[src/rtl/reset_seq_pkg.sv]
// reset_seq_pkg: shared state encodings, reset-cause codes and the software
// reset key used by the reset sequencer and its testbench-visible outputs.
package reset_seq_pkg;

  typedef enum logic [1:0] {
    ASSERT  = 2'd0,
    STAGGER = 2'd1,
    RUN     = 2'd2
  } state_t;

  localparam logic [1:0] CAUSE_POR = 2'b00;
  localparam logic [1:0] CAUSE_BTN = 2'b01;
  localparam logic [1:0] CAUSE_SW  = 2'b10;
  localparam logic [1:0] CAUSE_WDT = 2'b11;

  localparam logic [7:0] SW_RST_KEY = 8'hA5;

  // A software request only counts when it carries the unlock key.
  function automatic logic sw_key_ok(input logic req, input logic [7:0] key);
    return req && (key == SW_RST_KEY);
  endfunction

endpackage

[src/rtl/reset_sequencer_btn_debounce.sv]
// btn_debounce: two-flop synchroniser for the raw active-low push button,
// followed by a consecutive-cycle debouncer. Emits a one-cycle registered
// pulse on each accepted press (debounced 1->0 transition).
module btn_debounce #(
  parameter int DEBOUNCE_CYCLES = 50000
) (
  input  logic clk,
  input  logic reset,
  input  logic btn_n,
  output logic press
);

  localparam int DB_W = (DEBOUNCE_CYCLES > 1) ? $clog2(DEBOUNCE_CYCLES) : 1;

  logic            sync_meta;
  logic            sync_out;
  logic            level;
  logic [DB_W-1:0] db_cnt;

  // Bring the asynchronous button into the clock domain; idles released.
  always_ff @(posedge clk) begin
    if (reset) begin
      sync_meta <= 1'b1;
      sync_out  <= 1'b1;
    end else begin
      sync_meta <= btn_n;
      sync_out  <= sync_meta;
    end
  end

  // Accept a new level only after it has differed for DEBOUNCE_CYCLES cycles in a row.
  always_ff @(posedge clk) begin
    if (reset) begin
      level  <= 1'b1;
      db_cnt <= '0;
      press  <= 1'b0;
    end else if (sync_out != level) begin
      if (db_cnt == DB_W'(DEBOUNCE_CYCLES - 1)) begin
        level  <= sync_out;
        db_cnt <= '0;
        press  <= ~sync_out;
      end else begin
        db_cnt <= db_cnt + DB_W'(1);
        press  <= 1'b0;
      end
    end else begin
      db_cnt <= '0;
      press  <= 1'b0;
    end
  end

endmodule

[src/rtl/reset_sequencer.sv]
// reset_sequencer: merges power-on, button, keyed software and (optionally)
// watchdog reset sources, stretches the request, releases peripherals before
// the core, and latches the cause of the last reset.
// Optional watchdog is built only when RESET_SEQ_WATCHDOG_EN is defined.
module reset_sequencer
  import reset_seq_pkg::*;
#(
  parameter int DEBOUNCE_CYCLES = 50000,
  parameter int STRETCH_CYCLES  = 64,
  parameter int RELEASE_GAP     = 16,
  parameter int WDT_CYCLES      = 16777216,
  parameter int CNT_W           = 24
) (
  input  logic       clk,
  input  logic       reset,
  input  logic       btn_n,
  input  logic       sw_rst_req,
  input  logic [7:0] sw_key,
  input  logic       wdt_en,
  input  logic       wdt_kick,
  output logic       periph_rst,
  output logic       core_rst,
  output logic [1:0] reset_cause,
  output logic       in_reset
);

  state_t           state;
  logic [CNT_W-1:0] seq_cnt;
  logic             btn_press;
  logic             sw_fire;
  logic             wdt_fire;
  logic             any_trig;
  logic [1:0]       trig_cause;

  btn_debounce #(
    .DEBOUNCE_CYCLES(DEBOUNCE_CYCLES)
  ) u_btn_debounce (
    .clk   (clk),
    .reset (reset),
    .btn_n (btn_n),
    .press (btn_press)
  );

  assign sw_fire  = sw_key_ok(sw_rst_req, sw_key);
  assign any_trig = btn_press | wdt_fire | sw_fire;

`ifdef RESET_SEQ_WATCHDOG_EN
  logic [CNT_W-1:0] wdt_cnt;

  // A kick in the terminal cycle wins over the timeout.
  assign wdt_fire = (state == RUN) && wdt_en && !wdt_kick &&
                    (wdt_cnt == CNT_W'(WDT_CYCLES - 1));

  // Watchdog counter: runs only while armed in RUN, cleared by kick, disarm or firing.
  always_ff @(posedge clk) begin
    if (reset) begin
      wdt_cnt <= '0;
    end else if ((state != RUN) || !wdt_en || wdt_kick || wdt_fire) begin
      wdt_cnt <= '0;
    end else begin
      wdt_cnt <= wdt_cnt + CNT_W'(1);
    end
  end
`else
  logic unused_wdt;

  assign wdt_fire   = 1'b0;
  assign unused_wdt = wdt_en ^ wdt_kick;
`endif

  // Resolve simultaneous triggers: button beats watchdog beats software.
  always_comb begin
    trig_cause = CAUSE_SW;
    if (btn_press) begin
      trig_cause = CAUSE_BTN;
    end else if (wdt_fire) begin
      trig_cause = CAUSE_WDT;
    end else begin
      trig_cause = CAUSE_SW;
    end
  end

  // Sequencer FSM with registered reset outputs and sticky cause.
  always_ff @(posedge clk) begin
    if (reset) begin
      state       <= ASSERT;
      seq_cnt     <= '0;
      periph_rst  <= 1'b1;
      core_rst    <= 1'b1;
      in_reset    <= 1'b1;
      reset_cause <= CAUSE_POR;
    end else if (any_trig) begin
      // Any trigger (re)starts a full stretch, even mid-sequence.
      state       <= ASSERT;
      seq_cnt     <= '0;
      periph_rst  <= 1'b1;
      core_rst    <= 1'b1;
      in_reset    <= 1'b1;
      reset_cause <= trig_cause;
    end else begin
      case (state)
        ASSERT: begin
          if (seq_cnt == CNT_W'(STRETCH_CYCLES - 1)) begin
            state      <= STAGGER;
            seq_cnt    <= '0;
            periph_rst <= 1'b0;
          end else begin
            seq_cnt <= seq_cnt + CNT_W'(1);
          end
        end
        STAGGER: begin
          if (seq_cnt == CNT_W'(RELEASE_GAP - 1)) begin
            state    <= RUN;
            seq_cnt  <= '0;
            core_rst <= 1'b0;
            in_reset <= 1'b0;
          end else begin
            seq_cnt <= seq_cnt + CNT_W'(1);
          end
        end
        RUN: begin
          seq_cnt <= '0;
        end
        default: begin
          state      <= ASSERT;
          seq_cnt    <= '0;
          periph_rst <= 1'b1;
          core_rst   <= 1'b1;
          in_reset   <= 1'b1;
        end
      endcase
    end
  end

endmodule

[config.mk]
export PLATFORM = sky130hd
export DESIGN_NAME = reset_sequencer
export DESIGN_NICKNAME = d
export VERILOG_FILES = /design/src/rtl/reset_seq_pkg.sv /design/src/rtl/reset_sequencer_btn_debounce.sv /design/src/rtl/reset_sequencer.sv
export SDC_FILE = /design/constraint.sdc
export NUM_CORES = 1
export LEC_CHECK = 0
export ABC_AREA = 1
export ABC_CLOCK_PERIOD_IN_PS = 1800
export CAP_MARGIN = 5
export CORE_MARGIN = 5
export CORE_UTILIZATION = 40
export CTS_CLUSTER_DIAMETER = 30
export DETAILED_ROUTE_END_ITERATION = 10
export GPL_TIMING_DRIVEN = 0
export PLACE_DENSITY = 0.62
export REMOVE_ABC_BUFFERS = 1
export SYNTH_ARGS = -nofsm -noshare
export SYNTH_HDL_FRONTEND = slang
export SYNTH_HIERARCHICAL = 1
export SYNTH_SLANG_ARGS = --single-unit
[constraint.sdc]
create_clock -name clk -period 1.8 [get_ports clk]
set_input_delay 0.54 -clock clk [delete_from_list [all_inputs] [get_ports clk]]
set_output_delay 0.54 -clock clk [all_outputs]
set_load 0.02 [all_outputs]
# ---- Word-level counts from Yosys, hierarchy flattened
# Cells that the tools add are included.
dict set report classes {
  addsub 2
  eq_ne 9
  n_mux 11
  n_bitwise 7
  reduce_logical 11
}
# operator n
set op_table {}
lappend op_table {{24-bit two-way mux} 2}
lappend op_table {{24-bit one-hot mux with 2 select lines} 1}
lappend op_table {{24-bit by 1-bit adder with 24-bit output (second input constant)} 1}
lappend op_table {{24-bit by 4-bit == test with 1-bit output (second input constant)} 1}
lappend op_table {{24-bit by 6-bit == test with 1-bit output (second input constant)} 1}
lappend op_table {{16-bit by 1-bit adder with 16-bit output (second input constant)} 1}
lappend op_table {{16-bit == test (second input constant)} 1}
lappend op_table {{8-bit == test (second input constant)} 1}
lappend op_table {{2-bit two-way mux} 3}
lappend op_table {{1-bit NOT} 6}
lappend op_table {{2-bit one-hot mux with 3 select lines} 1}
lappend op_table {{2-bit AND reduction} 3}
lappend op_table {{2-bit OR reduction} 3}
lappend op_table {{3-bit OR reduction} 2}
lappend op_table {{2-bit != test (second input constant)} 2}
lappend op_table {{1-bit one-hot mux with 2 select lines} 2}
lappend op_table {{3-bit AND reduction} 1}
lappend op_table {{2-bit by 1-bit == test with 1-bit output (second input constant)} 1}
lappend op_table {{2-bit == test (second input constant)} 1}
lappend op_table {{2-bit logical NOT} 1}
lappend op_table {{1-bit two-way mux} 2}
lappend op_table {{1-bit logical AND} 1}
lappend op_table {{1-bit != test} 1}
lappend op_table {{1-bit OR} 1}
dict set report totals {
  ff_bits 50
  in_bits 14
  output_inout_bits 5
  elab_cells 50
}

# ---- Longest topological paths before layout
dict set report logic_depth {
  depth_word 4
  ltp_mapped 10
}

# ---- Cells and area by module
# Netlist, hierarchy kept.
# module n_inst cells_per_inst area_each_um2 seq_area_each_um2
set modules_own_cells {}
lappend modules_own_cells {reset_sequencer 1 242 1614.0 600.6}
lappend modules_own_cells {btn_debounce 1 143 978.4 400.4}

# ---- Worst setup path after synthesis
# No wires, ideal clock.
dict set report synth_path {
  kind {in2reg}
  start {in sw_key[5]}
  end {reg seq_cnt[23]}
  setup_time_ps 114
  t_arrival_ps 1322
  path_slack_ps 363
  path_stages 8
  cell_sequence {nand2_1 > nor3b_1 > nand3_1 > nand2_1 > nor2_1 > nand2_2 > buf_4 > nor2_1}
}
dict set report synth_via {
  elab_chain_cells 4
}
# element line_no
set synth_rtl {}
lappend synth_rtl {{start: declaration} reset_sequencer.sv:18} ;# input logic [7:0] sw_key,
lappend synth_rtl {{8-bit == test} reset_seq_pkg.sv:20} ;# return req && (key == SW_RST_KEY);
lappend synth_rtl {{1-bit logical AND} reset_seq_pkg.sv:20}
lappend synth_rtl {{1-bit OR} reset_sequencer.sv:45} ;# assign any_trig = btn_press | wdt_fire | sw_fire;
lappend synth_rtl {{2-bit OR reduction (no source line)} n/a}
lappend synth_rtl {{end signal: assignment} reset_sequencer.sv:108} ;# seq_cnt <= seq_cnt + CNT_W'(1);
lappend synth_rtl {{end signal: assignment} reset_sequencer.sv:118} ;# seq_cnt <= seq_cnt + CNT_W'(1);
lappend synth_rtl {{end: declaration} reset_sequencer.sv:28} ;# logic [CNT_W-1:0] seq_cnt;
# Every way passes these cells.
# A chain may end at the register's enable or synchronous reset.

# ---- Worst setup path after layout
dict set report layout_path {
  start {in sw_key[5]}
  end {reg seq_cnt[13]}
}
# Same word-level chain as after synthesis.

==> results.json <==
{
  "hold_path.class": "reg -> reg",
  "drc": 0,
  "max_freq_mhz": 619,
  "rows": 29,
  "crit_fanout": 12,
  "synth_top_area_share_pct": 38.6,
  "syn2layout_area_growth_pct": 13.8,
  "yosysMostFrequentCell": "nor2_1",
  "cp.depth": 8,
  "synth_flop_cell": "dfxtp_1",
  "reg2reg_slack_ns": 0.22,
  "placed_cell_area_mm2": 0.00282,
  "vias": 2274,
  "yosysWarnings": 6,
  "fin_skew_ns": 0.00410,
  "final-instance-count-excl-fill": 483,
  "cts_root_buffer": "clkbuf_8",
  "cp-startpoint": "sw_key[5]",
  "ys_types": 26,
  "synth-seq-cells": 50,
  "clk_pin_slew_ns": 0.09,
  "dieArea_mm2": 0.00819,
  "crit_end": "seq_cnt[13]$_SDFF_PP0_",
  "p_seq_share_pct": 56.7,
  "p_leak_uw": 0.00105,
  "p_clk_share_pct": 39.9,
  "syn_inst": 385,
  "async_flop_share_pct": 0,
  "hold_buffers": 0,
  "crit_type": "in -> reg",
  "drive_above_1_share_pct": 8.13,
  "fin_crit_sh_pct": 89.8,
  "fin_area_mm2": 0.00295,
  "grt_pass1_wl_um": 8830,
  "comb_power_share_pct": 3.4,
  "cts_tree": "done",
  "fp.dieW_um": 90.5,
  "portBuffers": 16,
  "routedWlPerCell_um": 10.7,
  "insertion_delay_ns": 0.30,
  "hold_violations": 0,
  "rr_startpoint": "seq_cnt[0]$_SDFF_PP0_",
  "crit_family": "simple AND/OR/NAND/NOR gates",
  "drtIter0Drc": 57,
  "placed_cells": 474,
  "synth_edf_count": 0,
  "p_per_area_mw_per_mm2": 670,
  "clk_path_buf_depth": 2,
  "netSwitchingFraction_pct": 20.8,
  "ir_drop_mv": 0.439,
  "nNetsFinal": 424,
  "p_int_uw": 1560,
  "htreeDepth": 2,
  "rr_worst_depth": 8,
  "overflow": 0,
  "grt_start_max_net_pins": 24,
  "gp_congestion": 0.814,
  "worstPathRequired_ns": 2.00,
  "fin_util_pct": 46.7,
  "path_cells": "clkdlybuf4s50_1 -> nand2_1 -> nor3b_1 -> nand3_1 -> nand2_2 -> nor2_4 -> nand2_4 -> nor3_1",
  "synthTopCellsByCount": "91 x nor2_1, 89 x nand2_1, 50 x dfxtp_1, 46 x inv_1, 17 x nand3_1",
  "die_h_um": 90.5,
  "numCtsBuffers": 5,
  "setup_violations": 0,
  "status": "completed",
  "cp_slowest_cell": "clkdlybuf4s50_1",
  "core_mm2": 0.00631,
  "maxCapViolations": 0,
  "fillers": 677,
  "start_util_pct": 41.1,
  "fin_crit_ns": 1.62,
  "start_kind": "primary input",
  "vias_per_cell": 4.71,
  "cp-end-kind": "flop",
  "dr.pass1.iters": 4,
  "hpwl_um": 3860,
  "synth_top_cell_by_area": "dfxtp_1",
  "critPathBufInv": 1,
  "io_pins": 19,
  "rsz0062_at_grt": "no",
  "grt_usage_pct": 12.6,
  "antenna_found_initial": 0,
  "cts_sinks": 50,
  "grt_pass1_vias": 2154,
  "ys_top_cells_by_area": "dfxtp_1 39%, nor2_1 13%, nand2_1 13%, inv_1 6.7%, xor2_1 4.1%",
  "r2r-end": "seq_cnt[13]$_SDFF_PP0_",
  "critPathMaxStageDelay_ns": 0.45,
  "switching_power_uw": 411,
  "drv_slew": 0,
  "ant_nets": 0,
  "syn_avg_cell_area_um2": 6.73,
  "syn_area_mm2": 0.00259,
  "seq_area_frac_synth_pct": 38.6,
  "timing.slew.headroom_pct": 75.7,
  "insertedDiodeCount": 0,
  "arrival_ns": 1.81,
  "drt_wl_total_um": 5170,
  "worstMarginPinSlew_ns": 0.361
}
==> metal layers <==
metal  track usage [%]  vias up  share of wire (%)
li1                  -     1238                  -
met1              14.7     1007                 47
met2              22.8       20                 50
met3              3.00        9                2.5
met4              3.60        0               0.97
met5                 0        -                  0
==> cells by family after synthesis <==
family,Yosys count,share of synthesized area (%)
xor+xnor,14,4.73
simple gates,245,41.9
buf+inv,50,7.96
flops,50,38.6
fa+ha+maj,5,2.41
compound gates,21,4.39
==> power by group through the flow <==
stage | registers, uW | logic [uW] | clock network, uW
2_1_floorplan | 1140 | 29.2 | 0
3_3_place_gp | 1150 | 61.0 | 0
3_5_place_dp | 1150 | 62.3 | 0
4_1_cts | 1120 | 63.2 | 811
5_1_grt | 1120 | 74.8 | 858
6_report | 1120 | 66.7 | 788
==> placed cells by master, fill, tap and decap left out, drive strengths merged, types with 6 or more instances in the layout <==
cell type / instances
nand4: 8
nor2: 99
xor2: 12
a21oi: 14
inv: 46
clkbuf: 6
nand3: 22
clkdlybuf4s50: 11
nand2: 96
nor3: 17
dfxtp: 50
==> layout make-up <==
type                    count  area [um2]  area share [%]
clock inverters             2        37.5            1.27
inverters                  46         173            5.85
flip-flops and latches     50        1000            33.9
clock buffers               6        72.6            2.46
repair buffers             16         158            5.35
well taps                  77        96.3            3.27
multi-input cells         286        1410            47.9
==> what timing repair did <==
action | CTS | global route
pin swaps | 0 | 1
gates resized for setup | 5 | 5
cloned | 0 | 1
setup endpoints to repair | 27 | 24
setup buffers | 0 | 0
==> through the flow <==
stage | power, uW | worst slack (ns) | setup TNS [ns] | hold slack (ns)
2_1_floorplan | 1170 | 0.319 | 0 | 0.389
3_3_place_gp | 1210 | -0.448 | -10.05 | 0.393
3_5_place_dp | 1210 | -0.460 | -10.25 | 0.402
4_1_cts | 1990 | 0.00326 | 0 | 0.427
5_1_grt | 2050 | 0.0407 | 0 | 0.450
6_report | 1970 | 0.184 | 0 | 0.425
==> how the worst min path moves through the flow <==
stage / from / cells after the start / to
final: u_btn_debounce/sync_meta$_SDFF_PP1_ / 1 / u_btn_debounce/sync_out$_SDFF_PP1_
after global routing: u_btn_debounce/sync_meta$_SDFF_PP1_ / 1 / u_btn_debounce/sync_out$_SDFF_PP1_
after CTS: u_btn_debounce/sync_meta$_SDFF_PP1_ / 1 / u_btn_debounce/sync_out$_SDFF_PP1_
after detailed placement: u_btn_debounce/sync_meta$_SDFF_PP1_ / 1 / u_btn_debounce/sync_out$_SDFF_PP1_
after global placement: u_btn_debounce/sync_meta$_SDFF_PP1_ / 1 / u_btn_debounce/sync_out$_SDFF_PP1_
after floorplan: u_btn_debounce/sync_meta$_SDFF_PP1_ / 1 / u_btn_debounce/sync_out$_SDFF_PP1_
==> state kept, by name (all words and copies together), names as in the netlist <==
signal,flops
in_reset,1
u_btn_debounce/sync_meta,1
u_btn_debounce/level,1
u_btn_debounce/sync_out,1
reset_cause,2
seq_cnt,24
state,2
u_btn_debounce/db_cnt,16
periph_rst,1
u_btn_debounce/press,1
Power figures use the tool's default switching activity.
